===== config.mk =====
export PLATFORM = sky130hd
export DESIGN_NAME = dmem_arbiter
export DESIGN_NICKNAME = d
export VERILOG_FILES = /design/src/rtl/dmem_arbiter.sv
export SDC_FILE = /design/constraint.sdc
export NUM_CORES = 1
export LEC_CHECK = 0
export BUFFER_PORTS_ARGS = -buffer_cell sky130_fd_sc_hd__clkbuf_2
export CAP_MARGIN = 10
export CORE_UTILIZATION = 41
export CTS_CLUSTER_DIAMETER = 100
export DETAILED_ROUTE_END_ITERATION = 8
export PLACE_DENSITY = 0.71
export SYNTH_ARGS = -nofsm -noshare
export SYNTH_HDL_FRONTEND = slang
export SYNTH_SLANG_ARGS = --single-unit

===== constraint.sdc =====
create_clock -name clk -period 4.7 [get_ports clk]
set_input_delay 0.705 -clock clk [delete_from_list [all_inputs] [get_ports clk]]
set_output_delay 0.705 -clock clk [all_outputs]
set_load 0.01 [all_outputs]

===== src/rtl/dmem_arbiter.sv =====
`timescale 1ns/1ps
// dmem_arbiter: serialises core and host accesses onto one data memory.
// Winner's command is registered onto mem_*, strobed for one cycle (write)
// or READ_LATENCY cycles (read), then acked to the owner for one cycle.
module dmem_arbiter #(
  parameter int DATA_W        = 8,
  parameter int D_ADDR_W      = 12,
  parameter int READ_LATENCY  = 1,
  parameter int HOST_PRIORITY = 0
) (
  input  logic                clk,
  input  logic                reset_n,
  input  logic                core_req,
  input  logic                core_we,
  input  logic [D_ADDR_W-1:0] core_addr,
  input  logic [DATA_W-1:0]   core_wdata,
  output logic                core_ack,
  output logic [DATA_W-1:0]   core_rdata,
  input  logic                host_req,
  input  logic                host_we,
  input  logic [D_ADDR_W-1:0] host_addr,
  input  logic [DATA_W-1:0]   host_wdata,
  output logic                host_ack,
  output logic [DATA_W-1:0]   host_rdata,
  output logic [D_ADDR_W-1:0] mem_addr,
  output logic [DATA_W-1:0]   mem_wdata,
  output logic                mem_write_enable,
  output logic                mem_output_enable,
  input  logic [DATA_W-1:0]   mem_rdata
);

  // state  | meaning
  // IDLE   | no transaction; requests sampled and arbitrated here
  // ACCESS | memory strobe active: 1 cycle for write, READ_LATENCY for read
  // RESP   | one-cycle ack to owner; requests are not sampled
  typedef enum logic [1:0] {IDLE, ACCESS, RESP} state_t;

  if (READ_LATENCY < 1 || READ_LATENCY > 4) begin : g_bad_latency
    $error("dmem_arbiter: READ_LATENCY must be in 1..4");
  end

  localparam bit         HOST_WINS_TIE = (HOST_PRIORITY != 0);
  // Down-counter load: the read finishes when it reaches zero.
  localparam logic [1:0] LAT_LOAD      = 2'(READ_LATENCY - 1);

  state_t                state;
  logic [1:0]            lat_cnt;
  logic                  owner_host;
  logic                  last_owner_host;
  logic                  cmd_we;

  logic                  grant_host;
  logic                  sel_we;
  logic [D_ADDR_W-1:0]   sel_addr;
  logic [DATA_W-1:0]     sel_wdata;

  // Pick the winner and mux its command; only consumed in IDLE.
  always_comb begin
    grant_host = 1'b0;
    if (host_req && !core_req) begin
      grant_host = 1'b1;
    end else if (host_req && core_req) begin
      grant_host = HOST_WINS_TIE ? 1'b1 : !last_owner_host;
    end
    sel_we    = grant_host ? host_we    : core_we;
    sel_addr  = grant_host ? host_addr  : core_addr;
    sel_wdata = grant_host ? host_wdata : core_wdata;
  end

  // Arbitration FSM with registered memory strobes, acks and read data.
  always_ff @(posedge clk or negedge reset_n) begin
    if (!reset_n) begin
      state             <= IDLE;
      lat_cnt           <= '0;
      owner_host        <= 1'b0;
      last_owner_host   <= 1'b1;
      cmd_we            <= 1'b0;
      mem_addr          <= '0;
      mem_wdata         <= '0;
      mem_write_enable  <= 1'b0;
      mem_output_enable <= 1'b0;
      core_ack          <= 1'b0;
      host_ack          <= 1'b0;
      core_rdata        <= '0;
      host_rdata        <= '0;
    end else begin
      case (state)
        IDLE: begin
          if (core_req || host_req) begin
            owner_host      <= grant_host;
            last_owner_host <= grant_host;
            cmd_we          <= sel_we;
            mem_addr        <= sel_addr;
            mem_wdata       <= sel_wdata;
            if (sel_we) begin
              mem_write_enable <= 1'b1;
            end else begin
              mem_output_enable <= 1'b1;
              lat_cnt           <= LAT_LOAD;
            end
            state <= ACCESS;
          end
        end
        ACCESS: begin
          if (cmd_we) begin
            mem_write_enable <= 1'b0;
            core_ack         <= !owner_host;
            host_ack         <= owner_host;
            state            <= RESP;
          end else if (lat_cnt == 2'd0) begin
            mem_output_enable <= 1'b0;
            if (owner_host) begin
              host_rdata <= mem_rdata;
            end else begin
              core_rdata <= mem_rdata;
            end
            core_ack <= !owner_host;
            host_ack <= owner_host;
            state    <= RESP;
          end else begin
            lat_cnt <= lat_cnt - 2'd1;
          end
        end
        RESP: begin
          core_ack <= 1'b0;
          host_ack <= 1'b0;
          state    <= IDLE;
        end
        default: state <= IDLE;
      endcase
    end
  end

endmodule


# After elaboration in Yosys (flattened, before gate mapping)
# Index checks and enable logic that the tools add are counted.
# W data, S select, Z words.
# op_classes
addsub,1
n_eq_ne,10
n_mux,29
n_bitwise,2
n_reduce_logical,18
# ops
operator,n
$mux W1,14
$mux W2,7
$ne A2 B2 Y1 const B,7
$mux W12,1
$reduce_and A4 Y1,3
$reduce_and A5 Y1,2
$mux W8,1
$pmux W1 S2,4
$pmux W2 S2,2
$reduce_and A2 Y1,3
$logic_not A2 Y1,2
$reduce_bool A2 Y1,2
$logic_not A1 Y1,3
$ne A3 B3 Y1 const B,1
$eq A2 B1 Y1 const B,1
$eq A2 B2 Y1 const B,1
$logic_and A1 B1 Y1,2
$not A1 Y1,2
$sub A2 B1 Y2 const B,1
$logic_or A1 B1 Y1,1
# totals
register_bits,47
output_inout_bits,40

# Depth between registers and ports, before layout
# Gate-level depths: netlist of the first run.
# logic_depth
depth_word,7
ltp_mapped,6

# Worst setup path after synthesis of the first run
# No wires, ideal clock.
# synth_path
path_type,input -> register
from,input host_req
to,register mem_addr[10]
t_arrival_ns,1.714
required_ns,4.575
slack_ns,2.862
cell_stages,4
n_path_buf,1
path_cell_list,a21boi_2 buf_2 mux2_2 mux2_2
# synth_between
elab_chain_cells,4
word_cells_on_any_way,7
# synth_lines
item,line_no,source
start: declaration,19,"input logic host_req,"
$logic_and A1 B1 Y1,62,end else if (host_req && core_req) begin
$mux W1,62,
$mux W1,60,if (host_req && !core_req) begin
$mux W12,66,sel_addr = grant_host ? host_addr : core_addr;
end signal: assignment,93,mem_addr <= sel_addr;
end: declaration,25,"output logic [D_ADDR_W-1:0] mem_addr,"
# Parallel ways exist; a longest one is shown, timed or not.
# A chain may end at the register's enable or synchronous reset.

# Worst setup path in the final report of the first run
# layout_path
from,register state[0]
to,register mem_wdata[7]
# layout_between
elab_chain_cells,2
# layout_lines
item,line_no,source
start: declaration,46,state_t state;
start signal: assignment,73,state <= IDLE;
start signal: assignment,101,state <= ACCESS;
start signal: assignment,109,state <= RESP;
$logic_not A2 Y1,87,case (state)
$reduce_and A2 Y1 (no line),-,
end signal: assignment,94,mem_wdata <= sel_wdata;
end: declaration,26,"output logic [DATA_W-1:0] mem_wdata,"
# Every way passes these cells.

==> results.toml, run 1 <==
[status]
status = "completed"

[timing]
skew_ps = 9.96
clock.fmax_mhz = 488
post-route-period-util = 0.436
finalHoldViolCount = 0
slew_violations = 0
tightest_slew_ps = 1080
slew_headroom = 0.278
rsz0062_at_grt = "false"
setup_viol = 0
finalCriticalPeriod_ps = 2050
setup_tns_ps = 0

[setup_path]
setup.worst_path.class = "flip-flop to flip-flop"
r2r_slack_ps = 2650
crit_path_start_kind = "flip-flop"
end_kind = "flip-flop"
cp_num_buf_inv = 0
worstPathMaxFanout = 24
slowest_delay_ps = 950
critPathTopFamily = "simple AND/OR/NAND/NOR gates"
crit_cells = 2
worstPathRequired_ps = 4890
cp_data_arrival_time_ps = 2230
worstRegToRegCells = 2
crit_chain = "nor3_4, mux2_2"
worst_path_max_delay_cell = "nor3_4"

[synthesis]
synth_most_common_cell = "mux2_2"
synth_compound_area_frac = 0.0582
ys_ff_latch = 47
synth_area_leaders = "dfrtp_1 (54%), mux2_2 (29%), dfstp_2 (1.2%)"
synth_top_area_share = 0.536
ys.warnings.count = 0
synth_nets = 211
synth_xor_xnor_area_share = 0
yosys.area.top_type = "dfrtp_1"
synth.avg_cell_area_sq_um = 13.8
synth_ff_type = "dfrtp_1"
syn_inst = 156
ys_types = 32
synth-simple-area-share = 0.0606
synthAdderAreaFrac = 0.00582
async_flop_share = 1.00
seq_area_frac_synth = 0.548
synth_top_family_by_area = "multiplexers"
synth_edf_count = 0
synthMuxAreaShare = 0.298
yosys-top-cells-count = "mux2_2 (56), dfrtp_1 (46), inv_1 (6)"
syn-cell-area_sq_um = 2150

[layout]
fin_util = 0.574
final_area_sq_um = 2800
nNetsFinal = 306
diodes = 0
syn2layout_area_growth_pct = 30.3
layout-drive-gt1-share = 0.659

[grt]
grtUsageMet1 = 0.221
grt_pass1_wl_um = 7290
antenna_found_initial = 0
grt_overflow_total = 0
use_met3 = 0.0488
met2_usage = 0.283
grt_pass1_vias = 1577
grt_max_degree = 48
grt-busiest-layer = "met2"
grtUsageTotal = 0.175

[clock_tree]
ctsLongestPathBuffers = 2
h-tree-depth = 2
clkLatencyLatePin_ps = 300
cts_root_buffer = "clkbuf_8"
cts_resized = 0
postCtsHoldBufs = 0
postCtsSetupBuffers = 0
cts_tree = "yes"
cts_buffers = 5
clkTransAtPathRegs_ps = 90
numClockSinks = 47

[route]
drt_iter0_markers = 79
drcViolationCount = 0
drt_first_pass_iters = 4
wl_per_cell_um = 13.6
vias = 1555
wl_um = 4340
ant_nets = 0
via_per_inst = 4.87

[power]
peakVddDrop_mv = 0.384
power_density_nw_per_um2 = 620
leakagePower_nw = 1.33

[die]
dieArea_sq_um = 5530
chipHeight_um = 74.4
ios = 94
die_w_um = 74.4
rows = 25
fp.coreArea_sq_um = 4880
initial_core_util = 0.440

[placement]
io_buffer_count = 93
routabilityCongestion = 0.764
dpl_cell_area_sq_um = 2670
place_hpwl_um = 3130

[min_path]
hold_path_class = "input pin to asynchronous set/reset pin"

[job]
maxCapViolCount = 0
[worst reg2reg max path: cells and delay by family (launching register included)]
family / cells / cell delay [ps]
simple gates: 1 / 950
flops: 1 / 550
mux: 1 / 430
[registers in the layout, indices dropped and copies added, names as in the netlist, 2 cells and up]
signal and flops:
state 2, host_rdata 8, mem_addr 12, mem_wdata 8, core_rdata 8, lat_cnt 2
[area by class of cell]
cell class,count,area (sq um)
multi-input combinational,96,915
clock buffer,6,82.6
clock inverter,2,35.0
tap,67,83.8
fill,422,2080
sequential,47,1180
timing repair buffer,95,484
inverter,6,22.5
[placed cells by master, fill, tap and decap left out, types with 2 or more instances in the layout]
cell type	netlist	layout
a31oi_1	2	2
a21oi_1	4	4
nor2_1	3	3
dfrtp_1	46	46
nor2b_1	2	2
o311ai_0	2	2
or2_2	2	2
nand2_1	4	4
o22ai_1	2	2
o211ai_1	2	2
o21ai_0	2	2
clkbuf_2	0	93
clkbuf_8	0	6
inv_1	6	6
mux2_2	56	56
[logic make-up after synthesis]
group / after synthesis
mux: 57
flops: 47
simple gates: 20
compound gates: 18
buf+inv: 13
fa+ha+maj: 1
[final timing paths]
check | startpoint | to
worst max-delay path | state[0] | mem_wdata[7]
worst min-delay path | reset_n | state[1]
worst max register to register | state[0] | mem_wdata[7]
worst min register to register | mem_addr[7] | mem_addr[7]
max in group asynchronous | reset_n | mem_addr[11]
min in group clk | mem_addr[7] | mem_addr[7]
[routing by layer]
layer  up-vias  wire, um
met5         -         0
met4         0        72
met3         7       220
met2        42      2170
met1       757      1880
li1        749         -
[report_power, final]
part	internal [mW]	total (mW)	switching [mW]	leakage (nW)
Combinational	0.373	0.693	0.319	0.708
Sequential	0.603	0.736	0.133	0.558
Clock	0.172	0.308	0.135	0.0612
[stage by stage]
stage                     setup slack (ps)  hold slack (ps)  total power, mW  instances
after floorplan                       2860              409             1.17        156
final                                 2650              481             1.74        319
after detailed placement              2100              495             1.44        310
after global routing                  2530              529             1.85        319
after global placement                2140              489             1.43        310
after CTS                             2410              499             1.75        318
Note: power is estimated with default switching activity, not from simulation.
==> run 2: changes to the inputs <==
- clock period: 4.7 -> 1.9 ns (I/O delays scaled with it)
==> results.toml, run 2 (synthesis results as in run 1) <==
[clock_tree]
cts_tree = "yes"
clkLatencyLatePin_ps = 300
cts_resized = 0
numClockSinks = 47
cts_root_buffer = "clkbuf_8"
clkTransAtPathRegs_ps = 90
cts_buffers = 5
postCtsHoldBufs = 0
ctsLongestPathBuffers = 2
h-tree-depth = 2
postCtsSetupBuffers = 0

[grt]
grt_overflow_total = 0
grt_pass1_wl_um = 7180
grtUsageTotal = 0.172
grt_max_degree = 48
antenna_found_initial = 0
grt_pass1_vias = 1569

[route]
wl_met1_um = 1920
wl_met2_um = 2060
wl_met3_um = 260
wl_per_cell_um = 13.2
wl_um = 4280
ant_nets = 0
vias = 1548
drt_iter0_markers = 67
drcViolationCount = 0
routed.top_layer = "met4"
drt_first_pass_iters = 3
via_per_inst = 4.78

[layout]
fin_util = 0.577
nNetsFinal = 311
diodes = 0
multi_input_area_sq_um = 915
final_cell_mix = "clkbuf_2 (93), mux2_2 (56), dfrtp_1 (46)"
layout-drive-gt1-share = 0.661
syn2layout_area_growth_pct = 31.2
ff_latch_area_sq_um = 1180
largest_reg_flops = 12
final_common_cell = "clkbuf_2"
largest-register = "mem_addr"
fill_cells = 434

[power]
p_switching_mw = 1.46
peakVddDrop_mv = 0.722
sw_frac_of_total = 0.347
p_int_mw = 2.76
p_seq_frac = 0.423
combPwrFrac = 0.433
leakagePower_nw = 1.34
pwr-share-clk = 0.144
power_density_nw_per_um2 = 1500

[setup_path]
reg2reg_to = "core_rdata[7]"
worstRegToRegCells = 5
worst_path_max_delay_cell = "dfrtp_1"
end_kind = "flip-flop"
setup.worst_path.class = "flip-flop to flip-flop"
r2r_slack_ps = 180
crit_chain = "inv_1, ha_1, nand4bb_1, nor2_2, mux2_2"
worstPathRequired_ps = 2080
cp_data_arrival_time_ps = 1900
slowest_delay_ps = 390
crit_path_start_kind = "flip-flop"
worstPathMaxFanout = 8
reg2reg_from = "lat_cnt[0]"

[placement]
io_buffer_count = 93
routabilityCongestion = 0.753
place_hpwl_um = 3250

[die]
initial_core_util = 0.440
rows = 25
ios = 94
fp.coreArea_sq_um = 4880
dieArea_sq_um = 5530
die_w_um = 74.4
chipHeight_um = 74.4

[timing]
finalCriticalPeriod_ps = 1720
skew_ps = 9.18
finalHoldViolCount = 0
rsz0062_at_grt = "false"
slew_violations = 0
setup_tns_ps = 0
slew_headroom = 0.607
setup_viol = 0
clock.fmax_mhz = 581
post-route-period-util = 0.907
hold_ws_ps = 59.9
tightest_slew_ps = 590

[job]
maxCapViolCount = 0

[min_path]
hold_path_class = "input pin to asynchronous set/reset pin"

[status]
status = "completed"
run 2: metal layers:
metal  global-route usage  up-vias
met1                0.223      738
li1                     -      763
met4               0.0566        0
met3               0.0596        4
met5                    0        -
met2                0.270       43
run 2: worst max path at each step:
stage | cells past startpoint | endpoint | slack [ps] | from
after global routing | 5 | core_rdata[3] | 7 | lat_cnt[0]
after detailed placement | 5 | core_rdata[2] | 170 | lat_cnt[0]
after floorplan | 5 | lat_cnt[1] | 270 | lat_cnt[0]
final | 5 | core_rdata[7] | 180 | lat_cnt[0]
after global placement | 5 | lat_cnt[1] | 240 | lat_cnt[0]
after CTS | 5 | core_rdata[7] | 160 | lat_cnt[0]
run 2: stage by stage:
step	total power, mW	setup WS (ps)	instance area [sq um]	cells
3_3_place_gp	3.63	236	2730	316
2_1_floorplan	2.88	271	2150	156
3_5_place_dp	3.66	172	2730	316
6_report	4.22	177	2820	324
5_1_grt	4.52	7.32	2820	324
4_1_cts	4.27	161	2820	324
run 2: power groups by stage:
| stage | Combinational, mW | Sequential [mW] | Clock, mW |
|---|---|---|---|
| 6_report | 1.83 | 1.79 | 0.607 |
| 4_1_cts | 1.86 | 1.79 | 0.623 |
| 2_1_floorplan | 0.922 | 1.96 | 0 |
| 3_5_place_dp | 1.85 | 1.81 | 0 |
| 5_1_grt | 2.00 | 1.86 | 0.665 |
| 3_3_place_gp | 1.82 | 1.80 | 0 |
run 2: final cells by class:
type	count	share of cell area
Sequential cell	47	0.418
Multi-Input combinational cell	96	0.325
Timing Repair Buffer	100	0.188
Tap cell	67	0.0298
Clock buffer	6	0.0258
Inverter	6	0.00799
Clock inverter	2	0.00577
run 2: worst max-delay path, delay by kind of cell (launching register included):
kind | cells | cell delay, ps
adders and majority gates | 1 | 210
buffers and inverters | 1 | 80
DFF | 1 | 390
muxes | 1 | 390
and+or+nand+nor | 2 | 550
==> run 3: changes to the inputs <==
- CAP_MARGIN: 10 -> not set
- CORE_UTILIZATION: 41 -> 25
- CTS_CLUSTER_DIAMETER: 100 -> not set
- PLACE_DENSITY: 0.71 -> not set
==> results.toml, run 3 (synthesis results as in run 1) <==
[timing]
slew_headroom = 0.607
clock.fmax_mhz = 570
skew_ps = 3.38
tightest_slew_ps = 589
setup_slack_ps = 144
setup_viol = 0
finalCriticalPeriod_ps = 1760
rsz0062_at_grt = "false"
finalHoldViolCount = 0
post-route-period-util = 0.924
setup_tns_ps = 0
slew_violations = 0

[layout]
syn2layout_area_growth_pct = 34.6
fill_cells = 821
largest-register = "mem_addr"
largest_reg_flops = 12
final_common_cell = "clkbuf_2"
ff_latch_area_sq_um = 1180
nNetsFinal = 311
diodes = 0
layout-drive-gt1-share = 0.660
multi_input_area_sq_um = 915
final_cell_mix = "clkbuf_2 (93), mux2_2 (56), dfrtp_1 (46)"
layoutNonFillerInstCount = 361

[grt]
grt_pass1_vias = 1690
grt_max_degree = 28
grt_pass1_wl_um = 7670
grtUsageTotal = 0.111
antenna_found_initial = 0
grt_overflow_total = 0

[clock_tree]
postCtsSetupBuffers = 0
clkTransAtPathRegs_ps = 80
cts_tree = "yes"
clkLatencyLatePin_ps = 290
ctsLongestPathBuffers = 2
cts_buffers = 5
h-tree-depth = 2
numClockSinks = 47
cts_resized = 0
cts_root_buffer = "clkbuf_8"

[status]
status = "completed"

[setup_path]
r2r_slack_ps = 140
reg2reg_from = "lat_cnt[0]"
reg2reg_to = "lat_cnt[1]"
cp_num_buf_inv = 1
crit_chain = "inv_1, ha_1, or4b_4, or3b_1, o211ai_1"
cp_data_arrival_time_ps = 1960
slowest_delay_ps = 540
worst_path_max_delay_cell = "or4b_4"
worstPathMaxFanout = 4
worstRegToRegCells = 5
end_kind = "flip-flop"
crit_path_start_kind = "flip-flop"
setup.worst_path.class = "flip-flop to flip-flop"
worstPathRequired_ps = 2110
critPathTopFamily = "simple AND/OR/NAND/NOR gates"

[power]
finalPower_mw = 4.22
peakVddDrop_mv = 0.482
leakagePower_nw = 1.35
power_density_nw_per_um2 = 1460

[die]
die_w_um = 94.7
initial_core_util = 0.260
rows = 33
ios = 94
fp.coreArea_sq_um = 8260
chipHeight_um = 94.7
dieArea_sq_um = 8970

[route]
via_per_inst = 4.41
drt_first_pass_iters = 3
drcViolationCount = 0
wl_per_cell_um = 12.5
vias = 1591
drt_iter0_markers = 21
wl_um = 4510
ant_nets = 0

[job]
maxCapViolCount = 0

[placement]
dp_cells = 353
routabilityCongestion = 0.763
preCtsSetupSlack_ps = 139
io_buffer_count = 93
place_hpwl_um = 3490

[min_path]
hold_path_class = "input pin to flip-flop"
min_delay_path_depth = 2
hp-start = "core_req"
min_to = "last_owner_host"
run 3: cell types whose count changed in the layout (fill, tap and decap cells not counted):
cell,before,now
clkinvlp_4,1,0
clkbuf_8,5,6
clkbuf_1,1,0
clkinv_2,0,1
dlygate4sd3_1,0,1
buf_4,6,3
inv_6,1,0
buf_12,1,3
run 3: cell type report:
cell class | count | area share
inverter | 6 | 0.00779
tap | 105 | 0.0454
clock inverter | 1 | 0.00173
clock buffer | 6 | 0.0286
timing repair buffer | 100 | 0.193
multi-input combinational | 96 | 0.316
sequential | 47 | 0.407
run 3: worst max path at each step:
stage,cells past startpoint,end,startpoint,slack (ps)
after global routing,5,core_rdata[5],lat_cnt[0],3
after global placement,5,lat_cnt[1],lat_cnt[0],230
after floorplan,5,lat_cnt[1],lat_cnt[0],270
final,5,lat_cnt[1],lat_cnt[0],140
after CTS,5,core_rdata[1],lat_cnt[0],130
after detailed placement,5,core_rdata[1],lat_cnt[0],140
run 3: per-stage QoR:
stage	cell area (sq um)	hold WS (ps)	utilization
after floorplan	2150	-10.6	-
after global placement	2790	318	0.338
after detailed placement	2790	321	0.338
after CTS	2890	179	0.350
after global routing	2890	185	0.350
final	2890	192	0.350
run 3: power by group:
group	internal, mW	switching [mW]	leakage [nW]
logic	0.996	0.832	0.744
registers	1.49	0.290	0.558
clock network	0.286	0.319	0.0470
total	2.78	1.44	1.35
run 3: repair_timing:
action / CTS / global route
setup endpoints to repair: 0 / 0
hold endpoints to repair: 13 / 0
hold buffers: 1 / 0
run 3: routing by layer:
| metal | global-route usage | routed length [um] | up-vias |
|---|---|---|---|
| li1 | - | - | 757 |
| met2 | 0.195 | 2290 | 40 |
| met5 | 0 | 0 | - |
| met4 | 0.0354 | 76 | 0 |
| met3 | 0.0314 | 227 | 7 |
| met1 | 0.129 | 1920 | 787 |
